===== config.mk =====
export PLATFORM = sky130hd
export DESIGN_NAME = calculator_seq_multiplier_flat
export DESIGN_NICKNAME = d
export VERILOG_FILES = /design/src/rtl/calculator_seq_multiplier_if.sv /design/src/rtl/calculator_seq_multiplier.sv /design/src/flat_wrapper.sv
export SDC_FILE = /design/constraint.sdc
export NUM_CORES = 1
export LEC_CHECK = 0
export ABC_AREA = 1
export CAP_MARGIN = 20
export CORE_UTILIZATION = 60
export DETAILED_ROUTE_END_ITERATION = 6
export GPL_ROUTABILITY_DRIVEN = 0
export GPL_TIMING_DRIVEN = 0
export MAX_ROUTING_LAYER = met4
export PLACE_DENSITY = 0.83
export RECOVER_POWER = 25
export SETUP_SLACK_MARGIN = 0.1
export SYNTH_ARGS = -nofsm -noshare
export SYNTH_HDL_FRONTEND = slang
export SYNTH_SLANG_ARGS = --single-unit

===== constraint.sdc =====
create_clock -name IN_clk -period 6.8 [get_ports IN_clk]
set_input_delay 1.36 -clock IN_clk [delete_from_list [all_inputs] [get_ports IN_clk]]
set_output_delay 1.36 -clock IN_clk [all_outputs]
set_load 0.01 [all_outputs]

===== src/rtl/calculator_seq_multiplier_if.sv =====
// calculator_seq_multiplier_if: start/ready/done handshake and operand/product bus
// for the sequential multiplier.
`default_nettype none

interface calculator_seq_multiplier_if #(
  parameter int WIDTH = 16
);
  logic                 IN_start;
  logic [WIDTH-1:0]     IN_A;
  logic [WIDTH-1:0]     IN_B;
  logic [2*WIDTH-1:0]   OUT_product;
  logic                 OUT_ready;
  logic                 OUT_done;

  modport master (
    output IN_start, IN_A, IN_B,
    input  OUT_product, OUT_ready, OUT_done
  );

  modport slave (
    input  IN_start, IN_A, IN_B,
    output OUT_product, OUT_ready, OUT_done
  );
endinterface

`default_nettype wire


===== src/rtl/calculator_seq_multiplier.sv =====
// +--------------------------------------------------------------------------+
// | calculator_seq_multiplier: shift-and-add WIDTH x WIDTH multiplier, WIDTH  |
// | iterations plus one DONE cycle. Optional signed mode: SIGNED_MULT_EN.     |
// | Revision: 1.0                                                            |
// +--------------------------------------------------------------------------+
`default_nettype none

module calculator_seq_multiplier #(
  parameter int WIDTH = 16
) (
  input  logic                         IN_clk,
  input  logic                         IN_reset,
  calculator_seq_multiplier_if.slave   bus
);

  localparam int CNT_W = (WIDTH > 1) ? $clog2(WIDTH) : 1;
  localparam logic [CNT_W-1:0] LAST_ITER = CNT_W'(WIDTH - 1);

  typedef enum logic [1:0] {
    IDLE = 2'd0,
    BUSY = 2'd1,
    DONE = 2'd2
  } state_t;

  state_t               state;
  logic [2*WIDTH-1:0]   mcand;
  logic [WIDTH-1:0]     mplier;
  logic [2*WIDTH-1:0]   acc;
  logic [CNT_W-1:0]     count;
  logic [2*WIDTH-1:0]   product;
  logic                 done;

  logic [WIDTH-1:0]     load_a;
  logic [WIDTH-1:0]     load_b;
  logic [2*WIDTH-1:0]   result;

`ifdef SIGNED_MULT_EN
  logic neg;

  // Magnitude of the most negative value wraps back to itself, which read
  // as unsigned is exactly the right magnitude.
  always_comb begin
    load_a = bus.IN_A[WIDTH-1] ? WIDTH'(-bus.IN_A) : bus.IN_A;
    load_b = bus.IN_B[WIDTH-1] ? WIDTH'(-bus.IN_B) : bus.IN_B;
    result = neg ? (2*WIDTH)'(-acc) : acc;
  end

  always_ff @(posedge IN_clk or posedge IN_reset) begin
    if (IN_reset) begin
      neg <= 1'b0;
    end else if (state == IDLE && bus.IN_start) begin
      neg <= bus.IN_A[WIDTH-1] ^ bus.IN_B[WIDTH-1];
    end
  end
`else
  always_comb begin
    load_a = bus.IN_A;
    load_b = bus.IN_B;
    result = acc;
  end
`endif

  always_ff @(posedge IN_clk or posedge IN_reset) begin
    if (IN_reset) begin
      state   <= IDLE;
      mcand   <= '0;
      mplier  <= '0;
      acc     <= '0;
      count   <= '0;
      product <= '0;
      done    <= 1'b0;
    end else begin
      done <= 1'b0;
      case (state)
        IDLE: begin
          if (bus.IN_start) begin
            mcand  <= {{WIDTH{1'b0}}, load_a};
            mplier <= load_b;
            acc    <= '0;
            count  <= '0;
            state  <= BUSY;
          end
        end
        BUSY: begin
          if (mplier[0]) begin
            acc <= acc + mcand;
          end
          mcand  <= mcand << 1;
          mplier <= mplier >> 1;
          count  <= count + 1'b1;
          if (count == LAST_ITER) begin
            state <= DONE;
          end
        end
        DONE: begin
          product <= result;
          done    <= 1'b1;
          state   <= IDLE;
        end
        default: begin
          state <= IDLE;
        end
      endcase
    end
  end

  assign bus.OUT_ready   = (state == IDLE);
  assign bus.OUT_product = product;
  assign bus.OUT_done    = done;

endmodule

`default_nettype wire

===== src/flat_wrapper.sv =====
// flat-port wrapper written by rule: the top's interface ports become plain ports
module calculator_seq_multiplier_flat 
#(
  parameter int WIDTH = 16
)
  (IN_clk, IN_reset, bus_IN_start, bus_IN_A, bus_IN_B, bus_OUT_product, bus_OUT_ready, bus_OUT_done);
  calculator_seq_multiplier_if #(.WIDTH(WIDTH)) bus_i ();
  input  logic IN_clk;
  input  logic IN_reset;
  input wire logic [$bits(bus_i.IN_start)-1:0] bus_IN_start;
  input wire logic [$bits(bus_i.IN_A)-1:0] bus_IN_A;
  input wire logic [$bits(bus_i.IN_B)-1:0] bus_IN_B;
  output wire logic [$bits(bus_i.OUT_product)-1:0] bus_OUT_product;
  output wire logic [$bits(bus_i.OUT_ready)-1:0] bus_OUT_ready;
  output wire logic [$bits(bus_i.OUT_done)-1:0] bus_OUT_done;
  assign bus_i.IN_start = bus_IN_start;
  assign bus_i.IN_A = bus_IN_A;
  assign bus_i.IN_B = bus_IN_B;
  assign bus_OUT_product = bus_i.OUT_product;
  assign bus_OUT_ready = bus_i.OUT_ready;
  assign bus_OUT_done = bus_i.OUT_done;
  calculator_seq_multiplier #(.WIDTH(WIDTH)) u_core (.IN_clk(IN_clk), .IN_reset(IN_reset), .bus(bus_i));
endmodule

* Word-level counts from Yosys, hierarchy flattened *
Index checks and enable logic that the tools add are counted.

cells by class
  $add $sub $neg = 2
  equality and inequality tests = 6
  multiplexer cells = 13
  reductions and logical operators = 5

operators by type and width
  kind                                                                   count
  32-bit one-hot mux with 2 select lines                                 2
  32-bit two-way mux                                                     3
  32-bit adder                                                           1
  16-bit one-hot mux with 2 select lines                                 1
  16-bit two-way mux                                                     1
  4-bit one-hot mux with 2 select lines                                  1
  4-bit by 1-bit adder with 4-bit output, second input constant          1
  4-bit equality test, second input constant                             1
  2-bit two-way mux                                                      2
  4-bit two-way mux                                                      1
  2-bit by 1-bit != test with 1-bit output, second input constant        2
  2-bit one-hot mux with 2 select lines                                  1
  2-bit AND reduction                                                    2
  3-bit AND reduction                                                    1
  2-bit by 1-bit equality test with 1-bit output, second input constant  1
  2-bit equality test, second input constant                             1
  2-bit logical NOT                                                      1
  2-bit != test, second input constant                                   1
  2-bit nonzero test                                                     1
  1-bit two-way mux                                                      1

word-level totals
  word-level logic and storage cells = 33
  flip-flop bits (word level) = 119
  output and inout port bits = 34
  input bits = 35

* Longest topological paths before layout *
  word-level depth = 3
  depth in mapped cells = 14
  gate-level depth less buffers = 14

* Worst setup path after synthesis *
No wires, ideal clock.

  path type = input-to-reg
  from = input port bus_IN_start
  to = register u_core.count[3]
  arrival time = 2.038 ns
  path buffers = 0
  data required time = 6.672 ns
  setup time = 0.128 ns
  stages on the path = 7
  path slack = 4.634 ns
  cells stage by stage = nand2_2 nor2_4 nor2_8 inv_4 nand4_1 xor2_1 nor2_1

on the way
  longest elaborated chain between the ends = 2

RTL lines
  item                           RTL line                         RTL
  start, declared                flat_wrapper.sv:10               input wire logic [$bits(bus_i.IN_start)-1:0] bus_IN_start;
  2-bit != test (no line)        n/a
  2-bit AND reduction (no line)  n/a
  end signal, assigned           calculator_seq_multiplier.sv:90  count <= count + 1'b1;
  end, declared                  calculator_seq_multiplier.sv:29  logic [CNT_W-1:0] count;

Every way passes these cells.
A chain may end at the register's enable or synchronous reset.

==> impl_metrics.json <==
{
  "core-area_um2": 11400,
  "crit_family": "buffers and inverters",
  "reg2reg_depth": 13,
  "holdCritPathClass": "flop to flop",
  "multi_input_area_um2": 3280,
  "netlist_instances": 1002,
  "met2_usage_pct": 50.4,
  "final_hold_viol_count": 0,
  "synth_top_area_cell": "dfrtp_1",
  "clk_path_buf_depth": 2,
  "use_met3_pct": 7.00,
  "timing.final.crit_share_pct": 49.6,
  "yosysWarnings": 0,
  "skew_ns": 0.00826,
  "synth_area_um2": 7040,
  "cts-root-buf": "clkbuf_16",
  "nets": 1158,
  "worst_r2r_endpoint": "u_core.acc[28]$_DFFE_PP0P_",
  "synthTopCellsByArea": "dfrtp_1 (42%), nand2_1 (19%), inv_1 (8.5%)",
  "antenna_left": 0,
  "ys_types": 32,
  "critPathMaxStageDelay_ns": 1.50,
  "maxCapViolations": 1,
  "drv_slew": 59,
  "crit_slowest_cell": "clkinvlp_2",
  "nFillCells": 866,
  "fin_tns_setup_ns": 0,
  "critPathLaunchType": "input pin",
  "grt-ovfl-total": 0,
  "yosysMostFrequentCell": "nand2_1",
  "cts_sinks": 119,
  "die-area_um2": 12200,
  "dp.cells": 1214,
  "synthFlopType": "dfrtp_1",
  "violations": "max-capacitance violations, max-slew violations",
  "worstPathArrival_ns": 3.49,
  "grt_max_degree": 62,
  "r2r_slack_ns": 4.53,
  "min_delay_path_depth": 2,
  "min_to": "u_core.bus.OUT_product[24]$_DFFE_PP0P_",
  "dr.pass1.iters": 6,
  "final-seq-area_um2": 2980,
  "io_buffers": 68,
  "r2r_start": "u_core.mcand[0]$_DFFE_PP0P_",
  "p_leak_uw": 0.00463,
  "path_clk_slew_ns": 0.06,
  "ios": 69,
  "path_cells": "dlygate4sd3_1 -> clkinvlp_2",
  "wl_per_cell_um": 14.3,
  "cp.required_ns": 6.92,
  "cp_num_buf_inv": 2,
  "rsz0062_at_grt": "no",
  "ys_seq_area_share_pct": 42.3,
  "cts_buffers": 17,
  "diodes": 0,
  "avgSynthCellArea_um2": 7.03,
  "cts_tree": "done",
  "cp_max_fo": 59,
  "setup_viol": 0,
  "route.detailed.drc": 0,
  "row_count": 39,
  "critPathCaptureType": "asynchronous set/reset pin",
  "fin_cells": 1246,
  "status": "finished with violations",
  "vias_per_cell": 5.32,
  "vdd_ir_drop_max_mv": 0.282,
  "die_w_um": 110,
  "vias": 6624,
  "areaGrowthSynthToFinish_pct": 22.0,
  "crit_type": "input pin to asynchronous set/reset pin",
  "start_util_pct": 61.6,
  "drt-initial-drc-count": 462,
  "antenna_found_initial": 0,
  "finalCriticalPeriod_ns": 3.37,
  "fmax_ghz": 0.297,
  "ys_ff_latch": 119,
  "hpwl_mm": 12.9,
  "busiest_layer": "met2",
  "grt.total_usage_pct": 32.7,
  "die_h_um": 110,
  "cts_hold_buffers": 0,
  "synth_edf_count": 0,
  "synth_top_area_share_pct": 42.3,
  "drive_above_1_share_pct": 5.35,
  "routed_wl_mm": 17.8,
  "grtUsageMet1_pct": 42.8,
  "h-tree-depth": 4,
  "min_from": "u_core.bus.OUT_product[24]$_DFFE_PP0P_",
  "async_reset_ff_share_pct": 100,
  "fin_area_um2": 8590,
  "relSlewSlack_pct": -76.5,
  "post_cts.repair.setup_buffers": 0,
  "cts_resized": 0,
  "p_per_area_nw_per_um2": 486,
  "place_area_um2": 7930,
  "worst_pin_slew_ns": 2.63,
  "grt_pass1_vias": 6129,
  "synth_nets": 1070,
  "synth_common_cells": "nand2_1 (355), inv_1 (160), dfrtp_1 (119), nor2_1 (75), o21ai_0 (67)",
  "insertion_delay_ns": 0.42,
  "grt_first_pass_wirelength_mm": 28.8
}
-- through the flow --
step / setup slack (ns) / util [%] / hold WS (ns) / total power (µW)
after floorplan: 2.28 / - / 0.466 / 2530
after global routing: 2.99 / 75.2 / 0.505 / 4490
final: 3.43 / 75.2 / 0.468 / 4170
after CTS: 3.74 / 75.4 / 0.471 / 4160
after global placement: 0.751 / 69.2 / 0.453 / 3040
after detailed placement: 3.88 / 69.5 / 0.458 / 3100
-- placed cells by master, fill, tap and decap left out, types with 4 or more instances in the layout --
cell type,instances
inv_2,5
buf_4,4
dfrtp_1,119
bufinv_16,6
buf_2,9
a21oi_1,57
nand4_1,4
nor2_1,77
nand2_1,355
inv_1,159
clkdlybuf4s50_1,67
clkbuf_1,13
nand3_1,43
o22ai_1,21
ha_1,32
o21ai_0,67
o21ai_1,11
clkbuf_16,17
-- how the worst max path moves through the flow --
stage | startpoint | endpoint | slack, ns | cells after the start
floorplan | IN_reset | u_core.acc[0]$_DFFE_PP0P_ | 2.28 | 1
global placement | IN_reset | u_core.bus.OUT_product[7]$_DFFE_PP0P_ | 0.75 | 2
detailed placement | bus_IN_start | u_core.mcand[17]$_DFFE_PP0P_ | 3.88 | 7
CTS | u_core.state[1]$_DFFE_PP0P_ | bus_OUT_ready | 3.74 | 2
global route | IN_reset | u_core.acc[9]$_DFFE_PP0P_ | 2.99 | 2
finish | IN_reset | u_core.acc[7]$_DFFE_PP0P_ | 3.43 | 2
-- cell families after synthesis --
| logic type | synth area share [%] |
|---|---|
| compound gates | 12.6 |
| fa+ha+maj | 5.97 |
| xor+xnor | 0.498 |
| simple gates | 27.9 |
| buf+inv | 10.8 |
| flops | 42.3 |
-- layer usage --
layer  vias to the layer above  share of wire, %
li1                       3323                 -
met1                      3035                45
met2                       243                45
met3                        23               7.8
met4                         0               1.8
met5                         -                 0
-- report_power, final --
| group | internal (µW) | switching (µW) |
|---|---|---|
| Clock | 706 | 327 |
| Sequential | 992 | 205 |
| Combinational | 721 | 1220 |
-- layout make-up --
class | instances | area share [%]
clock inverter | 12 | 2.59
multi-input combinational | 691 | 38.2
sequential | 119 | 34.7
timing repair buffer | 69 | 8.25
inverter | 166 | 7.30
tap | 143 | 2.08
buffer | 26 | 1.53
clock buffer | 20 | 5.32
-- registers in the layout, summed over array words and instances, names as in the netlist --
register	cells
u_core.state	2
u_core.count	4
u_core.mcand	32
u_core.acc	32
u_core.bus.OUT_done	1
u_core.bus.OUT_product	32
u_core.mplier	16
No activity file was read; power rests on OpenSTA's default activity.
==> patch, RTL diff (same flow settings) <==
`WIDTH` is set to 16 in 3 places; all go to 32.
--- a/src/rtl/calculator_seq_multiplier_if.sv
+++ b/src/rtl/calculator_seq_multiplier_if.sv
@@ -4,5 +4,5 @@
 
 interface calculator_seq_multiplier_if #(
-  parameter int WIDTH = 16
+  parameter int WIDTH = 32
 );
   logic                 IN_start;
--- a/src/rtl/calculator_seq_multiplier.sv
+++ b/src/rtl/calculator_seq_multiplier.sv
@@ -7,5 +7,5 @@
 
 module calculator_seq_multiplier #(
-  parameter int WIDTH = 16
+  parameter int WIDTH = 32
 ) (
   input  logic                         IN_clk,
--- a/src/flat_wrapper.sv
+++ b/src/flat_wrapper.sv
@@ -2,5 +2,5 @@
 module calculator_seq_multiplier_flat 
 #(
-  parameter int WIDTH = 16
+  parameter int WIDTH = 32
 )
   (IN_clk, IN_reset, bus_IN_start, bus_IN_A, bus_IN_B, bus_OUT_product, bus_OUT_ready, bus_OUT_done);
Interface: changed (resized bus_IN_A, bus_IN_B and bus_OUT_product); port bits go from 69 to 133. The function was not compared with the original's and may differ.
==> patch against the original RTL <==
  * The run still ends with max-capacitance violations, max-slew violations left
  * Final area grew 100%
  * Area after synthesis grew 110%
  * Worst setup slack worse by 790 ps
  * Routed wire length up 140%
  * Sequential power is 73% higher
  * Sequential cell count rose by 113
  * Count of clock-buffer cells in the layout increased by 18
  * Total power grew 64%
  * Utilization is 2.0 points lower
  * Critical path depth rose by 4
  * Clock power grew 35%
  * Critical path type unchanged
  * Critical endpoint is now u_core.bus.OUT_product[54]
  * Highest routed layer unchanged
==> patch: results (changes against the original RTL) <==
clk pwr 1.39 mW (was 1.03 mW); switching power 3.14 mW (was 1.75 mW); vias per cell 5.38 (was 5.32); Mapped Nets 2386 (was 1070); slew margin rel. -19.4% (was -76.5%); Max Freq 241 MHz (was 297 MHz); Skew-Pair Late Insertion Delay 550 ps (was 420 ps); Synth cell types 33 (was 32); PD cells 393 nW/um2 (was 486 nW/um2); Max Root-Sink Buffers 3 (was 2); top cells by area, synth dfrtp_1, nand2_1, inv_1 (unchanged); vias in the first global route 13719 (was 6129); setup slack at placement 3330 ps (was 3880 ps); Cells after DPL 2710 (was 1214); area post-placement 16600 um2 (was 7930 um2); Static Leak 9.55 nW (was 4.63 nW); fin nets 2552 (was 1158); VDD IR-drop max 0.229 mV (was 0.282 mV); Slew Limit Fails 32 (was 59); Critical Path Sink u_core.bus.OUT_product[54] (was u_core.acc[7]); violated checks max-capacitance violations, max-slew violations (unchanged); final hold slack 470 ps (was 468 ps); total global-route track usage 35.6% (was 32.7%); R2R depth 14 (was 13); sequential area share after synthesis 39.4% (was 42.3%); Initial DRC Count 1416 (was 462); Layout Skew 17.5 ps (was 8.26 ps); Comb pwr share 49.2% (was 46.5%); max-cap violation count 1 (unchanged); hold path start u_core.bus.OUT_product[45] (was u_core.bus.OUT_product[24]); post-synthesis compound-gate area fraction 11.6% (was 12.6%); initial core utilization 62.0% (was 61.6%); largest net degree at the start of global routing 44 (was 62); Worst Hold Path EP u_core.bus.OUT_product[45] (was u_core.bus.OUT_product[24]); adder-cell area share of the yosys netlist 5.66% (was 5.97%); Num CTS Buffers 26 (was 17); Cells after Synth 2253 (was 1002); outcome complete, but fails checks (unchanged); H-tree depth 1 (was 4); synth cell count leaders nand2_1, inv_1, dfrtp_1 (unchanged); first-pass GRT wire length 67500 um (was 28800 um)
-- patch: critical path: stages --
cell	delay, ps
dlygate4sd3_1	550
clkinvlp_2	730
clkbuf_1	1360
buf_12	340
buf_12	260
buf_12	230
-- patch: logic make-up (layout without fill, tap and decap cells) --
kind of cell / count (synthesis) / count (layout)
compound gates: 320 / 320
xor+xnor: 5 / 5
fa+ha+maj: 66 / 66
buf+inv: 471 / 657
flops: 232 / 232
simple gates: 1159 / 1159
-- patch: area by class of cell --
type                    count  area (um2)
inverters                 413        1550
flip-flops and latches    232        5810
plain buffers              58         244
multi-input cells        1550        7120
clock buffers              38         756
fillers                  1966        6370
repair buffers            138        1410
well taps                 319         399
clock inverters            10        97.6
-- patch: routing by layer --
metal,global-route usage [%],part of all wire [%],up-vias
li1,-,-,7252
met1,46.4,43,6837
met2,54.6,44,644
met3,8.46,10,111
met4,12.0,3.4,0
met5,-,0,-
